### src/rtl/uart_rx_fifo_if.sv
// uart_rx_fifo_if
//   Host/receiver-side signal bundle for uart_rx_fifo.
//   master : drives Rx_Data, Data_Rdy, Read_Done, BIST_Mode, Clr_Overflow
//            (receiver strobes plus host read/control); observes the outputs.
//   slave  : the FIFO; drives Data_Out, Data_Valid, FIFO_Empty, FIFO_Full,
//            FIFO_Almost_Full, FIFO_Overflow, FIFO_Count.
interface uart_rx_fifo_if #(
   parameter int DATA_BITS  = 8,
   parameter int FIFO_DEPTH = 16
);
   localparam int CW = $clog2(FIFO_DEPTH) + 1;

   logic [DATA_BITS-1:0] Rx_Data;
   logic                 Data_Rdy;
   logic                 Read_Done;
   logic                 BIST_Mode;
   logic                 Clr_Overflow;
   logic [DATA_BITS-1:0] Data_Out;
   logic                 Data_Valid;
   logic                 FIFO_Empty;
   logic                 FIFO_Full;
   logic                 FIFO_Almost_Full;
   logic                 FIFO_Overflow;
   logic [CW-1:0]        FIFO_Count;

   modport master (
      output Rx_Data, Data_Rdy, Read_Done, BIST_Mode, Clr_Overflow,
      input  Data_Out, Data_Valid, FIFO_Empty, FIFO_Full,
             FIFO_Almost_Full, FIFO_Overflow, FIFO_Count
   );

   modport slave (
      input  Rx_Data, Data_Rdy, Read_Done, BIST_Mode, Clr_Overflow,
      output Data_Out, Data_Valid, FIFO_Empty, FIFO_Full,
             FIFO_Almost_Full, FIFO_Overflow, FIFO_Count
   );
endinterface

### src/rtl/uart_rx_fifo.sv
// uart_rx_fifo
//   Single-clock circular receive FIFO between the UART receiver and the
//   host reader. Supports simultaneous read/write (including write on full
//   with a same-cycle pop), occupancy count, almost-full threshold and a
//   sticky overflow flag with explicit clear.
//   Optional macro UART_RX_FIFO_FWFT_EN selects first-word-fall-through
//   read mode; otherwise reads are registered (pop-then-present).
// Ports:
//   Clk  - clock, rising-edge
//   Rst  - synchronous active-high reset
//   bus  - uart_rx_fifo_if.slave (receiver strobes, host read, status)
module uart_rx_fifo #(
   parameter int DATA_BITS         = 8,
   parameter int FIFO_DEPTH        = 16,
   parameter int ALMOST_FULL_LEVEL = 12
) (
   input  logic          Clk,
   input  logic          Rst,
   uart_rx_fifo_if.slave bus
);
   localparam int PW = $clog2(FIFO_DEPTH) + 1;
   localparam int AW = PW - 1;

   logic [DATA_BITS-1:0] mem [FIFO_DEPTH];
   logic [PW-1:0]        wptr;
   logic [PW-1:0]        rptr;
   logic [PW-1:0]        count;
   logic                 empty;
   logic                 full;
   logic                 rd_ok;
   logic                 wr_ok;
   logic                 drop;
   logic                 overflow;

   // Extra pointer bit distinguishes full from empty after wrap-around.
   assign count = wptr - rptr;
   assign empty = (count == '0);
   assign full  = (count == PW'(FIFO_DEPTH));

   assign rd_ok = bus.Read_Done && !empty;
   assign wr_ok = bus.Data_Rdy && !bus.BIST_Mode && (!full || rd_ok);
   assign drop  = bus.Data_Rdy && !bus.BIST_Mode && full && !rd_ok;

   always_ff @(posedge Clk) begin
      if (Rst) begin
         wptr     <= '0;
         rptr     <= '0;
         overflow <= 1'b0;
      end else begin
         if (wr_ok) wptr <= wptr + 1'b1;
         if (rd_ok) rptr <= rptr + 1'b1;
         // Set takes priority over a same-cycle clear.
         if (drop)
            overflow <= 1'b1;
         else if (bus.Clr_Overflow)
            overflow <= 1'b0;
      end
   end

   // Storage is never cleared; reset only blocks the same-cycle write.
   always_ff @(posedge Clk) begin
      if (!Rst && wr_ok)
         mem[wptr[AW-1:0]] <= bus.Rx_Data;
   end

`ifdef UART_RX_FIFO_FWFT_EN
   always_comb begin
      bus.Data_Out   = '0;
      bus.Data_Valid = !empty;
      if (!empty)
         bus.Data_Out = mem[rptr[AW-1:0]];
   end
`else
   logic [DATA_BITS-1:0] dout;
   logic                 dvalid;

   always_ff @(posedge Clk) begin
      if (Rst) begin
         dout   <= '0;
         dvalid <= 1'b0;
      end else begin
         dvalid <= rd_ok;
         if (rd_ok)
            dout <= mem[rptr[AW-1:0]];
      end
   end

   assign bus.Data_Out   = dout;
   assign bus.Data_Valid = dvalid;
`endif

   assign bus.FIFO_Empty       = empty;
   assign bus.FIFO_Full        = full;
   assign bus.FIFO_Almost_Full = (count >= PW'(ALMOST_FULL_LEVEL));
   assign bus.FIFO_Overflow    = overflow;
   assign bus.FIFO_Count       = count;
endmodule

### src/flat_wrapper.sv
// flat-port wrapper written by rule: the top's interface ports become plain ports
module uart_rx_fifo_flat 
#(
   parameter int DATA_BITS         = 8,
   parameter int FIFO_DEPTH        = 16,
   parameter int ALMOST_FULL_LEVEL = 12
)
  (Clk, Rst, bus_Rx_Data, bus_Data_Rdy, bus_Read_Done, bus_BIST_Mode, bus_Clr_Overflow, bus_Data_Out, bus_Data_Valid, bus_FIFO_Empty, bus_FIFO_Full, bus_FIFO_Almost_Full, bus_FIFO_Overflow, bus_FIFO_Count);
  uart_rx_fifo_if #(.DATA_BITS(DATA_BITS), .FIFO_DEPTH(FIFO_DEPTH)) bus_i ();
  input  logic Clk;
  input  logic Rst;
  input wire logic [$bits(bus_i.Rx_Data)-1:0] bus_Rx_Data;
  input wire logic [$bits(bus_i.Data_Rdy)-1:0] bus_Data_Rdy;
  input wire logic [$bits(bus_i.Read_Done)-1:0] bus_Read_Done;
  input wire logic [$bits(bus_i.BIST_Mode)-1:0] bus_BIST_Mode;
  input wire logic [$bits(bus_i.Clr_Overflow)-1:0] bus_Clr_Overflow;
  output wire logic [$bits(bus_i.Data_Out)-1:0] bus_Data_Out;
  output wire logic [$bits(bus_i.Data_Valid)-1:0] bus_Data_Valid;
  output wire logic [$bits(bus_i.FIFO_Empty)-1:0] bus_FIFO_Empty;
  output wire logic [$bits(bus_i.FIFO_Full)-1:0] bus_FIFO_Full;
  output wire logic [$bits(bus_i.FIFO_Almost_Full)-1:0] bus_FIFO_Almost_Full;
  output wire logic [$bits(bus_i.FIFO_Overflow)-1:0] bus_FIFO_Overflow;
  output wire logic [$bits(bus_i.FIFO_Count)-1:0] bus_FIFO_Count;
  assign bus_i.Rx_Data = bus_Rx_Data;
  assign bus_i.Data_Rdy = bus_Data_Rdy;
  assign bus_i.Read_Done = bus_Read_Done;
  assign bus_i.BIST_Mode = bus_BIST_Mode;
  assign bus_i.Clr_Overflow = bus_Clr_Overflow;
  assign bus_Data_Out = bus_i.Data_Out;
  assign bus_Data_Valid = bus_i.Data_Valid;
  assign bus_FIFO_Empty = bus_i.FIFO_Empty;
  assign bus_FIFO_Full = bus_i.FIFO_Full;
  assign bus_FIFO_Almost_Full = bus_i.FIFO_Almost_Full;
  assign bus_FIFO_Overflow = bus_i.FIFO_Overflow;
  assign bus_FIFO_Count = bus_i.FIFO_Count;
  uart_rx_fifo #(.DATA_BITS(DATA_BITS), .FIFO_DEPTH(FIFO_DEPTH), .ALMOST_FULL_LEVEL(ALMOST_FULL_LEVEL)) u_core (.Clk(Clk), .Rst(Rst), .bus(bus_i));
endmodule
### config.mk
export PLATFORM = sky130hd
export DESIGN_NAME = uart_rx_fifo_flat
export DESIGN_NICKNAME = d
export VERILOG_FILES = /design/src/rtl/uart_rx_fifo_if.sv /design/src/rtl/uart_rx_fifo.sv /design/src/flat_wrapper.sv
export SDC_FILE = /design/constraint.sdc
export NUM_CORES = 1
export LEC_CHECK = 0
export BUFFER_PORTS_ARGS = -buffer_cell sky130_fd_sc_hd__buf_4
export CORE_MARGIN = 10
export CORE_UTILIZATION = 35
export DETAILED_ROUTE_END_ITERATION = 8
export GPL_ROUTABILITY_DRIVEN = 0
export PLACE_DENSITY_LB_ADDON = 0.08
export SYNTH_ARGS = -nofsm -noshare
export SYNTH_HDL_FRONTEND = slang
export SYNTH_SLANG_ARGS = --single-unit
### constraint.sdc
create_clock -name Clk -period 3.3 [get_ports Clk]
set_input_delay 0.165 -clock Clk [delete_from_list [all_inputs] [get_ports Clk]]
set_output_delay 0.165 -clock Clk [all_outputs]
set_load 0.05 [all_outputs]
==> results.md, run 1 <==
* Outcome: complete, no violations
* Half-perimeter wire length after detailed placement at a little over 9000 microns
* Number of standard cells after synthesis at approximately 350
* Most common cell after layout, fill and taps aside: sky130_fd_sc_hd__edfxtp_1
* Syn-to-layout area delta at 19.89%
* Global-route wire length before repair at between 20000 and 25000 microns
* Count of cells along the worst register-to-register path at 9
* Slew Limit Fails at 0
* Synthesized netlist net count at 369
* Clock net sink count at between 100 and 150
* Antenna cell count at 0
* Count of max-cap constraint violations at 0
* Pin count of the biggest net entering global routing at 37
* Nets at 426
* Clk network pwr share at between 30% and 40%
* Fraction of layout instances using a drive strength above 1 at a little under a third
* Number of top-level pins at 32
* DR vias at 3355
* Root buffer cell: sky130_fd_sc_hd__clkbuf_16
* Tcrit/Tclk final at about 97%
* Flip-flop and latch area at between 4000 and 5000 sq um
* Standard-cell row count at between 40 and 50
* Final Power at 5653 uW
* Worst path arrival time at 3.25 ns
* Time the worst path needs with I/O delays and setup at 3.215 ns
* Min-Delay Path Class: in -> reg
* Highest-count cells in the layout ignoring fill and taps: 128 x sky130_fd_sc_hd__edfxtp_1, 55 x sky130_fd_sc_hd__buf_4, 19 x sky130_fd_sc_hd__mux4_2, 19 x sky130_fd_sc_hd__dfxtp_1, 17 x sky130_fd_sc_hd__clkbuf_16
* Largest driver fanout on the critical path at 8
* Pwr/cell area at 766.5 nW/um^2
* Average routed wire per standard cell at 22.21 microns
* Number of detailed-routing iterations run before antenna repair at 4
* Worst setup SP type: flop
* Routed wire length on met2 at ~7000 microns
* Actual slew at the worst max-slew pin at between 1 and 1.5 ns
* Die outline height at roughly 150 microns
* Worst hold path depth at 4
* IO Port Bufs at 31
* Total number of yosys warnings at 0
* Routed met3 length at slightly above 500 microns
* Area enclosed by the die boundary at roughly 23000 sq um
* Routed vias/inst at between 5 and 6
* Insertion delay of the later-clocked pin in the worst-skew pair at 0.42 ns
* Internal power of the cells at approximately 3800 uW
* Clock-pin transition on the worst setup and hold timing paths at about 0.060 ns
* Unique cell type count in the Yosys netlist at between 40 and 50
* Final routed DRC violation total at 0
* Share of the core filled with cells in the final layout at between 40% and 50%
* Maximum operating frequency at 311.1 MHz
* Number of DRC violations after detailed-routing iteration 0 at about 200
* Netlist Area Pre-Place at 6151 sq um
* Overflow left after global routing at 0
* Power dissipated by switching net loads at 1837 uW
* Peak supply drop at ~0.54 mV
* Synth Register Bits at between 100 and 150
* Critical path class: reg -> reg
* Wl on met1 at 6482 microns
* Fin Hold WS at between 0.05 and 0.06 ns
* H-Tree Depth at 4
* Maximum buffer depth of the clock tree at 2
* Sequential element share of the synthesized area at between 60% and 70%
* Worst setup skew after layout at 0.01017 ns
* Number of buffers inserted during clock tree synthesis at 17
* Leakage at about 0.0024 uW
* Critical path endpoint category: flop
* Sw Share at 32.50%
* Core box area at 17240 sq um
* CTS tree: done
* GRT Util Overall at between 10% and 20%
* Final setup violation count at 0
* Unrepaired setup endpoints after global routing: yes
* Portion of total power attributed to sequential cells at a little under two fifths
* Highest layer used for signal routing: met4
* Number of nets still failing antenna checks after routing at 0
* Power share of the combinational group at between 30% and 40%
* Post-synthesis average cell area at 17.83 sq um
* Final number of hold-violating endpoints at 0
* Multi-input gate area at 1841 sq um
* Die Span X at between 150 and 200 microns
* Number of antenna violations at the first check in global routing at 0
* Required time reported for the critical path endpoint at 3.33 ns
* Starting density of the core at 35.69%
* Worst slew margin relative to its limit at between 20% and 30%
* Fill cell instance count of the final layout at 1514
* Via count of the first global-routing pass at about 3500
* Overall routed net length at around 14000 microns
cell usage after synthesis, drive strengths merged:
cell | n | share of area [%]
fa | 1 | 0.33
o31ai | 1 | 0.12
a21oi | 18 | 1.6
edfxtp | 128 | 62
a21o | 1 | 0.14
dlygate4sd1 | 2 | 0.28
o21ai | 13 | 1.2
nand2 | 12 | 0.73
mux4 | 32 | 13
o2111ai | 1 | 0.14
and3 | 1 | 0.10
o22ai | 16 | 1.6
nor2b | 3 | 0.31
o31a | 1 | 0.16
nor4b | 4 | 0.57
nand4 | 3 | 0.31
nor2 | 8 | 0.49
dfxtp | 20 | 6.5
clkbuf | 3 | 0.24
nor3b | 1 | 0.12
a2bb2oi | 1 | 0.24
ha | 9 | 1.8
nand4b | 1 | 0.14
nand3 | 1 | 0.081
buf | 12 | 1.7
mux2 | 4 | 0.98
a21boi | 1 | 0.18
a211o | 2 | 0.31
nand3b | 3 | 0.37
a32oi | 1 | 0.14
or4 | 8 | 0.98
xor2 | 3 | 0.43
o21a | 1 | 0.12
nor4 | 9 | 0.92
or3 | 3 | 0.31
inv | 12 | 0.77
nor3 | 5 | 0.41
routing by layer:
layer | vias to the layer above | global-route usage (%)
met5 | - | 0
met4 | 0 | 3.678
met3 | 16 | 3.020
met2 | 67 | 20.17
met1 | 1729 | 15.92
li1 | 1543 | -
sequential cells by signal (all words and copies together), names as in the netlist:
name,cells
u_core.wptr,5
u_core.rptr,5
u_core.mem,128
u_core.bus.FIFO_Overflow,1
u_core.bus.Data_Out,8
u_core.bus.Data_Valid,1
worst paths after layout:
check / from / to / slack (ns)
hold / removal: bus_Clr_Overflow / u_core.bus.FIFO_Overflow / 0.05
setup / recovery: u_core.wptr[0] / u_core.mem[5][7] / 0.09
setup reg to reg: u_core.wptr[0] / u_core.mem[5][7] / 0.09
hold reg to reg: u_core.bus.Data_Out[2] / u_core.bus.Data_Out[2] / 0.48
what timing repair did:
| action | CTS | global route |
|---|---|---|
| setup buffers | 0 | 4 |
| cloned | 0 | 0 |
| hold endpoints to repair | 0 | 0 |
| pin swaps | 0 | 1 |
| setup endpoints to repair | 11 | 96 |
| gates resized for setup | 2 | 1 |
| hold buffers | 0 | 0 |
power groups by stage:
stage	Sequential, uW	Clock [uW]	Combinational (uW)
CTS	2130	1850	1720
global route	2130	1930	1830
global placement	2160	0	1720
finish	2130	1810	1710
detailed placement	2160	0	1710
floorplan	2310	0	1150
cell type report:
| cell class | count | area share (%) |
|---|---|---|
| flip-flops and latches | 148 | 57.57 |
| multi-input cells | 168 | 24.96 |
| well taps | 225 | 3.817 |
| clock buffers | 19 | 5.870 |
| clock inverters | 12 | 1.544 |
| repair buffers | 55 | 5.599 |
| inverters | 12 | 0.6447 |
critical path: stages (launching register included):
cell and delay (ns):
sky130_fd_sc_hd__dfxtp_1 0.35, sky130_fd_sc_hd__inv_1 0.14, sky130_fd_sc_hd__ha_1 0.18, sky130_fd_sc_hd__inv_1 0.05, sky130_fd_sc_hd__fa_1 0.47, sky130_fd_sc_hd__xor2_4 0.23, sky130_fd_sc_hd__nand4b_1 0.18, sky130_fd_sc_hd__a211o_2 0.22
sky130_fd_sc_hd__o21ai_4 0.12, sky130_fd_sc_hd__nor4_2 0.89
logic make-up after synthesis:
group	share of synthesized area (%)
fa+ha+maj	2.156
flops	69.00
simple gates	5.818
compound gates	6.083
xor+xnor	0.4273
mux	13.49
buf+inv	3.031
metrics by stage:
stage / std cells / TNS, ns / instance area (sq um) / setup WS (ns)
finish: 639 / 0 / 7375 / 0.08509
global route: 639 / -0.7537 / 7375 / -0.05466
CTS: 635 / 0 / 7336 / 0.02423
detailed placement: 604 / -0.1651 / 6771 / -0.02105
global placement: 604 / 0 / 6771 / 0.1107
floorplan: 345 / -8.724 / 6195 / -0.1763
(Power assumes the default switching activity.)
==> inputs of run 2 (changes only) <==
--- a/config.mk
+++ b/config.mk
@@ -11,6 +11,7 @@
 export DETAILED_ROUTE_END_ITERATION = 8
 export GPL_ROUTABILITY_DRIVEN = 0
 export PLACE_DENSITY_LB_ADDON = 0.08
+export SLEW_MARGIN = 10
 export SYNTH_ARGS = -nofsm -noshare
 export SYNTH_HDL_FRONTEND = slang
 export SYNTH_SLANG_ARGS = --single-unit
==> constraint.sdc (replaced) <==
create_clock -name Clk -period 3.3 [get_ports Clk]
set_input_delay 0.165 -clock Clk [delete_from_list [all_inputs] [get_ports Clk]]
set_output_delay 0.165 -clock Clk [all_outputs]
set_load 0.1 [all_outputs]
==> results.md, run 2 (synthesized netlist as in run 1, its figures left out) <==
* Outcome: complete, no violations
* Standard-cell row count at 48
* Setup tns final at 0 ns
* Fill cell instance count of the final layout at 1507
* Nets at between 400 and 500
* Worst slack after detailed placement at -0.01888 ns
* Count of cells along the worst register-to-register path at 10
* Worst hold path depth at 4
* Overflow left after global routing at 0
* Final routed DRC violation total at 0
* Pin count of the biggest net entering global routing at 37
* Worst path arrival time at between 3 and 4 ns
* Slew Limit Fails at 0
* Worst setup SP type: flop
* Actual slew at the worst max-slew pin at between 0.9 and 1 ns
* Average routed wire per standard cell at roughly 24 microns
* Time the worst path needs with I/O delays and setup at approximately 3.1 ns
* Fraction of layout instances using a drive strength above 1 at 30.67%
* Number of antenna violations at the first check in global routing at 0
* IO Port Bufs at 31
* Pwr/cell area at 828.8 nW/um^2
* Count of max-cap constraint violations at 0
* CTS tree: done
* Worst Hold End: u_core.bus.FIFO_Overflow
* Largest driver fanout on the critical path at 16
* Peak supply drop at about 1.0 mV
* Launch instance of the worst min-delay path: bus_Clr_Overflow
* Final number of hold-violating endpoints at 0
* Tcrit/Tclk final at about 93%
* Area enclosed by the die boundary at roughly 23000 sq um
* Fin Hold WS at around 0.064 ns
* Highest-count cells in the layout ignoring fill and taps: 128 x sky130_fd_sc_hd__edfxtp_1, 40 x sky130_fd_sc_hd__buf_4, 19 x sky130_fd_sc_hd__mux4_2, 19 x sky130_fd_sc_hd__dfxtp_1, 17 x sky130_fd_sc_hd__clkbuf_16
* Leakage at approximately 0.0023 uW
* Overall routed net length at about 15000 microns
* R2r endpoint: u_core.mem[3][4]
* Insertion delay of the later-clocked pin in the worst-skew pair at approximately 0.42 ns
* H-Tree Depth at 4
* Die outline height at approximately 150 microns
* Slowest stage cell, crit path: sky130_fd_sc_hd__nor4_2
* Post-CTS repair timing setup buffer count at 0
* Share of the core filled with cells in the final layout at between 40% and 50%
* Clock net sink count at 148
* Post_cts resized at 3
* Maximum operating frequency at about 330 MHz
* Required time reported for the critical path endpoint at 3.33 ns
* Critical register-to-register path startpoint: u_core.wptr[0]
* Starting density of the core at a little over a third
* Critical path class: reg -> reg
* Number of buffers inserted during clock tree synthesis at 17
* Hold-fix buffers at CTS at 0
* Root buffer cell: sky130_fd_sc_hd__clkbuf_16
* Global-route wire length before repair at ~23000 microns
* Cell chain of the critical path: inv_1 > ha_1 > inv_1 > fa_2 > xor2_4 > nand4b_1 > a211o_2 > o21ai_4 > buf_12 > nor4_2
* Final setup violation count at 0
* Crit-path leading delay family: simple AND/OR/NAND/NOR gates
* Syn-to-layout area delta at 19.93%
* Worst path max stage delay at 0.79 ns
* Worst setup skew after layout at roughly 0.012 ns
* Worst setup slack after layout at ~0.23 ns
* Most common cell after layout, fill and taps aside: sky130_fd_sc_hd__edfxtp_1
* Worst slew margin relative to its limit at between 30% and 40%
* Routed vias/inst at roughly 5.4
* Die Span X at between 150 and 200 microns
* Half-perimeter wire length after detailed placement at slightly below 10000 microns
* Via count of the first global-routing pass at approximately 3400
* Setup slack of the worst register-to-register path at about 0.23 ns
* Number of nets still failing antenna checks after routing at 0
* Number of DRC violations after detailed-routing iteration 0 at ~220
* Unrepaired setup endpoints after global routing: no
* Min-Delay Path Class: in -> reg
* Buffers and inverters on the worst path at 3
* Most repeated library cell on the critical path: sky130_fd_sc_hd__inv_1
* Antenna cell count at 0
* Number of top-level pins at 32
* GRT Util Overall at a little over an eighth
* DR vias at approximately 3400
* Core box area at 17240 sq um
* Maximum buffer depth of the clock tree at 2
* Max reg flops at approximately 130
* Clock-pin transition on the worst setup and hold timing paths at around 0.060 ns
* Critical path endpoint category: flop
* Number of detailed-routing iterations run before antenna repair at 4
[run 2: changes by cell type in the layout (fill, tap and decap cells not counted), moves of 4 or more]
cell	delta
sky130_fd_sc_hd__buf_4	-15
sky130_fd_sc_hd__nor3_2	+4
sky130_fd_sc_hd__nor4b_2	-4
sky130_fd_sc_hd__nor3_1	-4
sky130_fd_sc_hd__nor4b_4	+4
[run 2: worst reg2reg max path, delay by kind of cell, from the launching register on]
kind | cells | cell delay, ns
adder cells (fa/ha/maj) | 2 | 0.54
AND/OR/NAND/NOR | 2 | 0.97
buffers and inverters | 3 | 0.31
flip-flops | 1 | 0.36
XOR/XNOR | 1 | 0.21
AO/OA/AOI/OAI | 2 | 0.30
[run 2: final cells by class]
class / instances / area (sq um) / area share [%]
Clock buffer: 19 / 432.9 / 5.868
Tap cell: 225 / 281.5 / 3.816
Sequential cell: 148 / 4245 / 57.55
Inverter: 12 / 47.55 / 0.6445
Clock inverter: 13 / 126.4 / 1.713
Multi-Input combinational cell: 168 / 1923 / 26.07
Timing Repair Buffer: 41 / 320.3 / 4.342
[run 2: power breakdown]
group / leakage (uW) / internal [uW] / switching [uW]
Clock: 0.000256 / 1050 / 780
Combinational: 0.000766 / 612 / 1540
Sequential: 0.00131 / 2090 / 39.1
Total: 0.00234 / 3750 / 2360
[run 2: stage by stage]
step,cell area (sq um),cells,power (uW)
floorplan,6255,345,3909
global placement,6719,594,4330
detailed placement,6719,594,4329
CTS,7293,626,6164
global route,7377,626,6356
finish,7377,626,6114
[run 2: routing by layer]
metal / part of all wire, % / global-route usage (%) / routed length (microns)
met5: 0 / 0 / 0
met4: 1.1 / 3.769 / 170
met3: 4.7 / 3.980 / 716
met2: 47 / 19.63 / 7091
met1: 47 / 17.65 / 7172
[run 2: worst max path at each step]
stage / cells past startpoint / from / end
CTS: 10 / u_core.wptr[0] / u_core.mem[6][7]
global placement: 10 / u_core.wptr[0] / u_core.mem[13][5]
floorplan: 9 / u_core.rptr[1] / u_core.mem[13][0]
global route: 10 / u_core.wptr[0] / u_core.mem[3][4]
finish: 10 / u_core.wptr[0] / u_core.mem[3][4]
detailed placement: 10 / u_core.wptr[0] / u_core.mem[13][5]
